===== src/rtl/fifo_pkg.sv =====
// Shared types and constants for the sync_fifo read-side streaming path.
package fifo_pkg;
  typedef enum logic {ST_STREAM = 1'b0, ST_FLUSH = 1'b1} state_t;
  localparam int OBUF_DEPTH = 2;
endpackage


===== src/rtl/stream_skid_buf2.sv =====
// Two-entry in-order output buffer; entry 0 is always the head presented downstream.
module stream_skid_buf2
  import fifo_pkg::*;
#(
  parameter int DATA_WIDTH = 8
) (
  input  logic                  clk,
  input  logic                  rst_n,
  input  logic                  clear,
  input  logic                  push,
  input  logic                  pop,
  input  logic [DATA_WIDTH-1:0] din,
  output logic [DATA_WIDTH-1:0] dout,
  output logic [1:0]            occ
);
  logic [DATA_WIDTH-1:0] ent0, ent1;
  logic                  do_push, do_pop;

  assign do_pop  = pop && (occ != 2'd0);
  assign do_push = push && ((occ != 2'(OBUF_DEPTH)) || do_pop);
  assign dout    = ent0;

  always_ff @(posedge clk) begin
    if (!rst_n) begin
      occ  <= 2'd0;
      ent0 <= '0;
      ent1 <= '0;
    end else if (clear) begin
      occ <= 2'd0;
    end else begin
      case ({do_push, do_pop})
        2'b10: begin
          if (occ == 2'd0) ent0 <= din;
          else             ent1 <= din;
          occ <= occ + 2'd1;
        end
        2'b01: begin
          ent0 <= ent1;
          occ  <= occ - 2'd1;
        end
        // simultaneous push/pop: shift the tail forward, new beat lands behind it
        2'b11: begin
          if (occ == 2'd1) ent0 <= din;
          else begin
            ent0 <= ent1;
            ent1 <= din;
          end
        end
        default: ;
      endcase
    end
  end
endmodule


===== src/rtl/sync_fifo_stream_reader.sv =====
// Drains a 1-cycle-latency sync_fifo read port into a framed valid/ready stream with flush.
module sync_fifo_stream_reader
  import fifo_pkg::*;
#(
  parameter int DATA_WIDTH = 8,
  parameter int PKT_LEN    = 4,
  parameter int CNT_W      = $clog2(PKT_LEN) + 1
) (
  input  logic                  clk,
  input  logic                  rst_n,
  input  logic                  fifo_empty,
  input  logic [DATA_WIDTH-1:0] fifo_rd_data,
  output logic                  fifo_rd_en,
  output logic                  m_valid,
  output logic [DATA_WIDTH-1:0] m_data,
  output logic                  m_last,
  input  logic                  m_ready,
  input  logic                  flush,
  output logic                  busy,
  output logic [CNT_W-1:0]      beat_idx
);
  state_t      state, state_nxt;
  logic        inflight;
  logic [1:0]  occ;
  logic [2:0]  fill;
  logic        xfer, flush_go, pop, push, clear;

  assign xfer     = m_valid && m_ready;
  assign flush_go = flush && (state == ST_STREAM);
  assign pop      = xfer && !flush_go;
  assign push     = inflight && (state == ST_STREAM) && !flush_go;
  assign clear    = flush_go || (state == ST_FLUSH);
  // buffered + in flight after this cycle's pop; never negative because m_valid implies occ>=1
  assign fill     = {1'b0, occ} + {2'b0, inflight} - {2'b0, xfer};

  assign m_valid  = (occ != 2'd0);
  assign m_last   = m_valid && (beat_idx == CNT_W'(PKT_LEN - 1));

  stream_skid_buf2 #(.DATA_WIDTH(DATA_WIDTH)) u_obuf (
    .clk   (clk),
    .rst_n (rst_n),
    .clear (clear),
    .push  (push),
    .pop   (pop),
    .din   (fifo_rd_data),
    .dout  (m_data),
    .occ   (occ)
  );

  always_ff @(posedge clk) begin
    if (!rst_n) state <= ST_STREAM;
    else        state <= state_nxt;
  end

  always_comb begin
    state_nxt = state;
    case (state)
      ST_STREAM: if (flush) state_nxt = ST_FLUSH;
      ST_FLUSH:  if (fifo_empty && !inflight) state_nxt = ST_STREAM;
      default:   state_nxt = ST_STREAM;
    endcase
  end

  // reads are held off during reset since inflight is cleared and the data would be lost
  always_comb begin
    fifo_rd_en = 1'b0;
    busy       = 1'b0;
    if (rst_n) begin
      case (state)
        ST_STREAM: fifo_rd_en = !fifo_empty && (fill < 3'd2);
        ST_FLUSH: begin
          fifo_rd_en = !fifo_empty;
          busy       = 1'b1;
        end
        default: ;
      endcase
    end
  end

  always_ff @(posedge clk) begin
    if (!rst_n) begin
      inflight <= 1'b0;
      beat_idx <= '0;
    end else begin
      inflight <= fifo_rd_en;
      if (clear)
        beat_idx <= '0;
      else if (pop)
        beat_idx <= (beat_idx == CNT_W'(PKT_LEN - 1)) ? '0 : beat_idx + CNT_W'(1);
    end
  end
endmodule


===== config.mk =====
export PLATFORM = sky130hd
export DESIGN_NAME = sync_fifo_stream_reader
export DESIGN_NICKNAME = d
export VERILOG_FILES = /design/src/rtl/fifo_pkg.sv /design/src/rtl/stream_skid_buf2.sv /design/src/rtl/sync_fifo_stream_reader.sv
export SDC_FILE = /design/constraint.sdc
export NUM_CORES = 1
export LEC_CHECK = 0
export ABC_AREA = 1
export CAP_MARGIN = 20
export CORE_UTILIZATION = 46
export CTS_BUF_LIST = sky130_fd_sc_hd__clkbuf_2 sky130_fd_sc_hd__clkbuf_4 sky130_fd_sc_hd__clkbuf_8
export CTS_CLUSTER_SIZE = 10
export DETAILED_ROUTE_END_ITERATION = 6
export PLACE_DENSITY = 0.73
export SKIP_LAST_GASP = 1
export SLEW_MARGIN = 20
export SYNTH_ARGS = -nofsm -noshare
export SYNTH_HDL_FRONTEND = slang
export SYNTH_SLANG_ARGS = --single-unit

===== constraint.sdc =====
create_clock -name clk -period 3.1 [get_ports clk]
set_input_delay 0.775 -clock clk [delete_from_list [all_inputs] [get_ports clk]]
set_output_delay 0.775 -clock clk [all_outputs]
set_load 0.02 [all_outputs]

# Word level (Yosys, flattened, before mapping)

Index checks and enable logic that the tools add are counted.

Bitwise gates (word level): 3
Reduce and logical (&&, ||, !) cells: 23
Multiplexer cells: 15
$add $sub $neg: 5
$lt $le $gt $ge: 1
Equality and inequality tests: 9

Operators with widths:

| kind                                                        | number |
|---|---|
| two-way mux 8 bit                                           | 4 |
| case mux 8 bit (3 select lines)                             | 1 |
| case mux 8 bit (2 select lines)                             | 1 |
| logical AND 1 bit                                           | 10 |
| != test 2 bit (second input constant)                       | 3 |
| nonzero test 2 bit                                          | 3 |
| two-way mux 1 bit                                           | 5 |
| equality test 2 x 1 -> 1 bit (second input constant)        | 2 |
| equality test 2 bit (second input constant)                 | 2 |
| case mux 1 bit (2 select lines)                             | 2 |
| case mux 2 bit (2 select lines)                             | 1 |
| AND reduction 4 bit                                         | 1 |
| adder 2 x 1 -> 3 bit                                        | 1 |
| adder 3 x 1 -> 3 bit (second input constant)                | 1 |
| equality test 3 x 2 -> 1 bit (second input constant)        | 1 |
| zero test 1 bit                                             | 3 |
| less-than comparator 3 x 2 -> 1 bit (second input constant) | 1 |
| two-way mux 3 bit                                           | 1 |
| inverter 1 bit                                              | 3 |
| AND reduction 3 bit                                         | 1 |
| nonzero test 3 bit                                          | 1 |
| subtractor 3 x 1 -> 3 bit                                   | 1 |
| adder 2 x 1 -> 2 bit (second input constant)                | 1 |
| zero test 2 bit                                             | 1 |
| 4 further kinds                                             | 5 |

Register bits: 23
Logic and storage cells: 62
Bits of input ports: 13
Output and inout bits: 15

# Longest topological paths before layout

Word-level depth: 10
Mapped depth: 12
Gate-level depth less buffers: 11

# Modules after synthesis

Synthesis repeated with hierarchy kept, for this count alone.

Cell total of the unflattened synthesis: 204
Area total of the unflattened synthesis: 1320.0 um^2

By module, submodules not included:

| module                  | area each (um^2) | cells each | sequential area each (um^2) | times used |
|---|---|---|---|---|
| stream_skid_buf2        | 965.9            | 149        | 360.3                       | 1 |
| sync_fifo_stream_reader | 354.1            | 55         | 100.1                       | 1 |

# Least setup slack after synthesis

No wires, ideal clock.

Path kind: input to output
Start: input port m_ready
End: output port fifo_rd_en
Path buffers: 0
Slack: -0.255 ns
Data arrival time: 2.580 ns
Stages on the path: 8
Required time: 2.325 ns
Path through: inv_1 > nor2_4 > ha_1 > or2_2 > fa_1 > xnor2_1 > nand2_1 > a211oi_1

Longest elaborated chain between the ends: 6

RTL lines:

| element                             | RTL line                      | RTL |
|---|---|---|
| from (decl)                         | sync_fifo_stream_reader.sv:17 | `input logic m_ready,` |
| logical AND 1 bit                   | sync_fifo_stream_reader.sv:28 | `assign xfer = m_valid && m_ready;` |
| subtractor 3 x 1 -> 3 bit           | sync_fifo_stream_reader.sv:34 | `assign fill = {1'b0, occ} + {2'b0, inflight} - {2'b0, xfer};` |
| less-than comparator 3 x 2 -> 1 bit | sync_fifo_stream_reader.sv:70 | `ST_STREAM: fifo_rd_en = !fifo_empty && (fill < 3'd2);` |
| logical AND 1 bit                   | sync_fifo_stream_reader.sv:70 |  |
| case mux 1 bit (2 select lines)     | sync_fifo_stream_reader.sv:69 | `case (state)` |
| two-way mux 1 bit                   | sync_fifo_stream_reader.sv:68 | `if (rst_n) begin` |
| to (decl)                           | sync_fifo_stream_reader.sv:13 | `output logic fifo_rd_en,` |

Every way passes these cells.

# Worst setup path after layout

Start: register u_obuf.occ[0]
End: output port fifo_rd_en

Longest elaborated chain between the ends: 7
Elaborated cells on any way between the ends: 8
Those cells by class: 2 x add/sub; 1 x order compare; 2 x mux; 3 x reduce/logical

RTL lines:

| element                                                      | RTL line                      | RTL |
|---|---|---|
| from (decl)                                                  | stream_skid_buf2.sv:14        | `output logic [1:0] occ` |
| from (signal assigned)                                       | stream_skid_buf2.sv:35        | `occ <= occ + 2'd1;` |
| from (signal assigned)                                       | stream_skid_buf2.sv:39        | `occ <= occ - 2'd1;` |
| branches (longest 2 deep; another with adder 2 x 1 -> 3 bit) | -                             |  |
| subtractor 3 x 1 -> 3 bit *                                  | sync_fifo_stream_reader.sv:34 |  |
| less-than comparator 3 x 2 -> 1 bit *                        | sync_fifo_stream_reader.sv:70 |  |
| logical AND 1 bit *                                          | sync_fifo_stream_reader.sv:70 |  |
| case mux 1 bit (2 select lines) *                            | sync_fifo_stream_reader.sv:69 |  |
| two-way mux 1 bit *                                          | sync_fifo_stream_reader.sv:68 |  |

Mark *: on every way between the ends.

==> flow_metrics.tcl <==
set metrics [dict create \
    grt_first_pass_wirelength_mm 4.781 \
    root_buffer "sky130_fd_sc_hd__clkbuf_4" \
    synth-simple-area-share_pct 35.52 \
    min_period_ns 3.192 \
    dp_hpwl_mm 2.232 \
    worst-endpoint-required_ns 2.32 \
    final_layout_size_suffix_gt1_share_pct 21.56 \
    initialDrtViolationCount 26 \
    synth-async-reset-ratio_pct 0 \
    synthDominantAreaCellType "sky130_fd_sc_hd__dfxtp_1" \
    critical-path-top-cell-by-count "sky130_fd_sc_hd__ha_4" \
    wl_per_cell_um 11.58 \
    cellInternalPower_w 0.0003895 \
    synth.top_cells.by_area "sky130_fd_sc_hd__dfxtp_1 (37%), sky130_fd_sc_hd__nand2_1 (12%), sky130_fd_sc_hd__nor2_1 (11%), sky130_fd_sc_hd__inv_1 (6.3%), sky130_fd_sc_hd__ha_1 (5.0%)" \
    layout_setup_ws_ns -0.09242 \
    worstSetupPathType "register to output pin" \
    synth-compound-area-share_pct 10.81 \
    r2r-start "u_obuf.occ[0]$_SDFFE_PP0P_" \
    number_of_antenna_violations_at_the_first_check_in_global_routing 0 \
    routed_via_density 4.883 \
    yosysMostFrequentCell "sky130_fd_sc_hd__nand2_1" \
    nNetsFinal 238 \
    grt_pass1_vias 1126 \
    core_area_um2 2545 \
    switching_fraction_pct 26.66 \
    r2r.worst_path.cells 10 \
    synth_xor_xnor_area_share_pct 1.389 \
    io_buffers 27 \
    multi_input_combinational_cell_area_um2 737.0 \
    area_delta_synth_final_pct 35.71 \
    fin_setup_tns_ns -0.09242 \
    violations "setup timing" \
    combPwrFrac_pct 15.9 \
    setup.worst_path.end "fifo_rd_en" \
    worstPathCellList "inv_2 -> ha_4 -> nor2_4 -> ha_4 -> or2_4 -> fa_2 -> xnor2_2 -> nand2_2 -> a211oi_4 -> buf_6" \
    max_clock_freq_mhz 313.2 \
    syn_nets 199 \
    maximum_clock_skew_at_final_layout_ns 0.01036 \
    crit_arrival_ns 2.42 \
    max-clock-path-buffers 2 \
    power_density_nw_per_um2 310.2 \
    result_of_the_run "finished with violations" \
    synth_top_area_share_pct 36.51 \
    routabilityCongestion 0.7731 \
    timing.hold.worst_path_depth 2 \
    synth.ff_latch_count 23 \
    gr-total-overflow 0 \
    seq_power_share_pct 57.5 \
    timing.critical_path.from_type "register" \
    tritoncts.num_buffers 3 \
    dr.pass1.iters 4 \
    crit_path_top_delay_cell "sky130_fd_sc_hd__dfxtp_2" \
    hold_vio_cnt_final 0 \
    grt.total_usage_pct 22.96 \
    finish.instance_area_um2 1712 \
    reg2reg_setup_slack_ns 1.00 \
    power.net_switching_w 0.0001415 \
    vdd_ir_drop_max_mv 0.2279 \
    layout.area.seq_um2 462.9 \
    stdcell_count 248 \
    worstMarginPinSlew_ns 0.3661 \
    top_cells_by_instance_count_after_synthesis "sky130_fd_sc_hd__nand2_1 (39), sky130_fd_sc_hd__nor2_1 (38), sky130_fd_sc_hd__dfxtp_1 (23), sky130_fd_sc_hd__inv_1 (21), sky130_fd_sc_hd__o21ai_0 (11)" \
    detailroute.via_count 1211 \
    synth.cell_area_um2 1261 \
    synth_area_per_cell_um2 7.007 \
    yosysUniqueCellTypes 27 \
    synth_warnings 0 \
    placedInstanceArea_um2 1639 \
    report.final.slew_viol_count 0 \
    clkSlewWorstSetupHoldPaths_ns 0.13 \
    post_synth_adder_cell_area_pct 6.548 \
    grt_setup_unrepaired "true" \
    timing.slew.headroom_pct 75.59 \
    power.clock.fraction_pct 26.5 \
    synth_enable_flop_cells 0 \
    cts.htree.levels 1 \
    muxShareOfSynthArea_pct 0 \
    cp_max_fo 2 \
    layout_filler_cell_count 229 \
    synth-seq-area-share_pct 36.51 \
    synth_ff_type "sky130_fd_sc_hd__dfxtp_1" \
    slowest_delay_ns 0.35 \
    worst_setup_path_end_kind "output pin" \
    worst_setup_path_startpoint "u_obuf.occ[0]$_SDFFE_PP0P_" \
    power.leakage_nw 0.7755 \
    finalSetupViolCount 1 \
    core.rowCount 18 \
    cts-hold-fix-buffers 0 \
    antenna_cells 0 \
    pre_cts_ws_ns -1.112 \
    insertion_delay_to_the_later_sink_of_the_worst_skew_pair_ns 0.32 \
    synthCells 180 \
    tritoncts "done" \
    clock-sinks 23 \
    timing.rr.end "inflight$_SDFF_PN0_" \
    largest_family_of_logic_cells_by_synthesized_area "simple AND/OR/NAND/NOR gates" \
    grt_start_max_net_pins 17 \
    route.antenna.remaining_nets 0 \
    drc_errors 0 \
    routed_wl_mm 2.871 \
    total_die_area_um2 2955 \
    die_height_um 54.36 \
    io-pin-count 28 \
    count_of_maximum_capacitance_violations 0 \
    worstHoldPathType "register to register" \
    placedCellCount 242 \
    initial_core_util_pct 49.56 \
    floorplan.die.width_um 54.36 \
    finalCritPeriodShare_pct 103.0 \
]
## flip-flops by register name, summed over array words and instances (netlist names)
signal	cells
inflight	1
beat_idx	3
u_obuf.dout	8
state	1
u_obuf.ent1	8
u_obuf.occ	2
## cells in the final DEF (no fill, tap or decap), types with 3 or more instances in the layout
cell,synthesis,final
sky130_fd_sc_hd__dfxtp_1,23,21
sky130_fd_sc_hd__buf_4,0,11
sky130_fd_sc_hd__ha_1,5,3
sky130_fd_sc_hd__clkbuf_4,0,3
sky130_fd_sc_hd__o21ai_0,11,11
sky130_fd_sc_hd__clkdlybuf4s50_1,0,25
sky130_fd_sc_hd__inv_1,21,18
sky130_fd_sc_hd__nand2_1,39,38
sky130_fd_sc_hd__nand3_1,7,7
sky130_fd_sc_hd__nand3_2,3,3
sky130_fd_sc_hd__o211ai_1,4,4
sky130_fd_sc_hd__nand2_2,5,6
sky130_fd_sc_hd__nor2_1,38,38
sky130_fd_sc_hd__inv_2,2,5
## cells by family (layout without fill, tap and decap cells)
| logic type | count (synthesis) | after routing |
|---|---|---|
| and+or+nand+nor | 99 | 99 |
| buffers and inverters | 28 | 66 |
| DFF | 23 | 23 |
| AOI/OAI and AO/OA | 22 | 22 |
| adders and majority gates | 6 | 6 |
| xor gates and xnor gates | 2 | 2 |
## metrics by stage
step	power [W]	hold slack, ns	utilization [%]
2_1_floorplan	0.0003568	0.4553	-
3_3_place_gp	0.0003923	0.4647	64.41
3_5_place_dp	0.0003945	0.4752	64.41
4_1_cts	0.0005349	0.4979	67.26
5_1_grt	0.0005540	0.5186	67.26
6_report	0.0005310	0.4976	67.26
## routing by layer
layer	track usage (%)	up-vias	wire (um)
li1	-	632	-
met1	26.90	533	1161
met2	39.43	40	1454
met3	6.667	6	189
met4	8.120	0	66
met5	0	-	0
## power by group through the flow
stage / Sequential, W / Combinational [W] / Clock (W)
after CTS: 0.000306 / 0.0000848 / 0.000145
after detailed placement: 0.000312 / 0.0000824 / 0
after global routing: 0.000307 / 0.0000924 / 0.000155
final: 0.000305 / 0.0000847 / 0.000141
after global placement: 0.000312 / 0.0000805 / 0
after floorplan: 0.000316 / 0.0000411 / 0
## critical path, delay by kind of cell, from the launching register on
| kind | cells | cell delay (ns) |
|---|---|---|
| AO/OA/AOI/OAI | 1 | 0.24 |
| adder cells (fa/ha/maj) | 3 | 0.71 |
| AND/OR/NAND/NOR | 3 | 0.44 |
| buffers and inverters | 2 | 0.20 |
| XOR/XNOR | 1 | 0.15 |
| flip-flops | 1 | 0.35 |
## final cells by class
class / count / share of cell area (%)
sequential: 23 / 27.05
tap: 30 / 2.193
inverter: 24 / 5.336
timing repair buffer: 38 / 20.76
multi-input combinational: 129 / 43.06
clock inverter: 1 / 0.2924
clock buffer: 3 / 1.316
## timing repair
| item | 4_1_cts | 5_1_grt |
|---|---|---|
| hold endpoints to repair | 0 | 0 |
| setup endpoints to repair | 1 | 1 |
| pin swaps | 7 | 1 |
| resized for setup | 18 | 0 |
| setup buffers | 2 | 0 |
## worst min-delay path by stage
stage / start / to / slack [ns]
floorplan: u_obuf.ent1[0]$_SDFFE_PN0P_ / u_obuf.ent1[0]$_SDFFE_PN0P_ / 0.46
global placement: u_obuf.ent1[2]$_SDFFE_PN0P_ / u_obuf.ent1[2]$_SDFFE_PN0P_ / 0.46
detailed placement: u_obuf.ent1[7]$_SDFFE_PN0P_ / u_obuf.ent1[7]$_SDFFE_PN0P_ / 0.48
finish: u_obuf.ent1[4]$_SDFFE_PN0P_ / u_obuf.ent1[4]$_SDFFE_PN0P_ / 0.50
global route: u_obuf.ent1[6]$_SDFFE_PN0P_ / u_obuf.ent1[6]$_SDFFE_PN0P_ / 0.52
CTS: u_obuf.ent1[4]$_SDFFE_PN0P_ / u_obuf.ent1[4]$_SDFFE_PN0P_ / 0.50
Note: power is estimated with default switching activity, not from simulation.
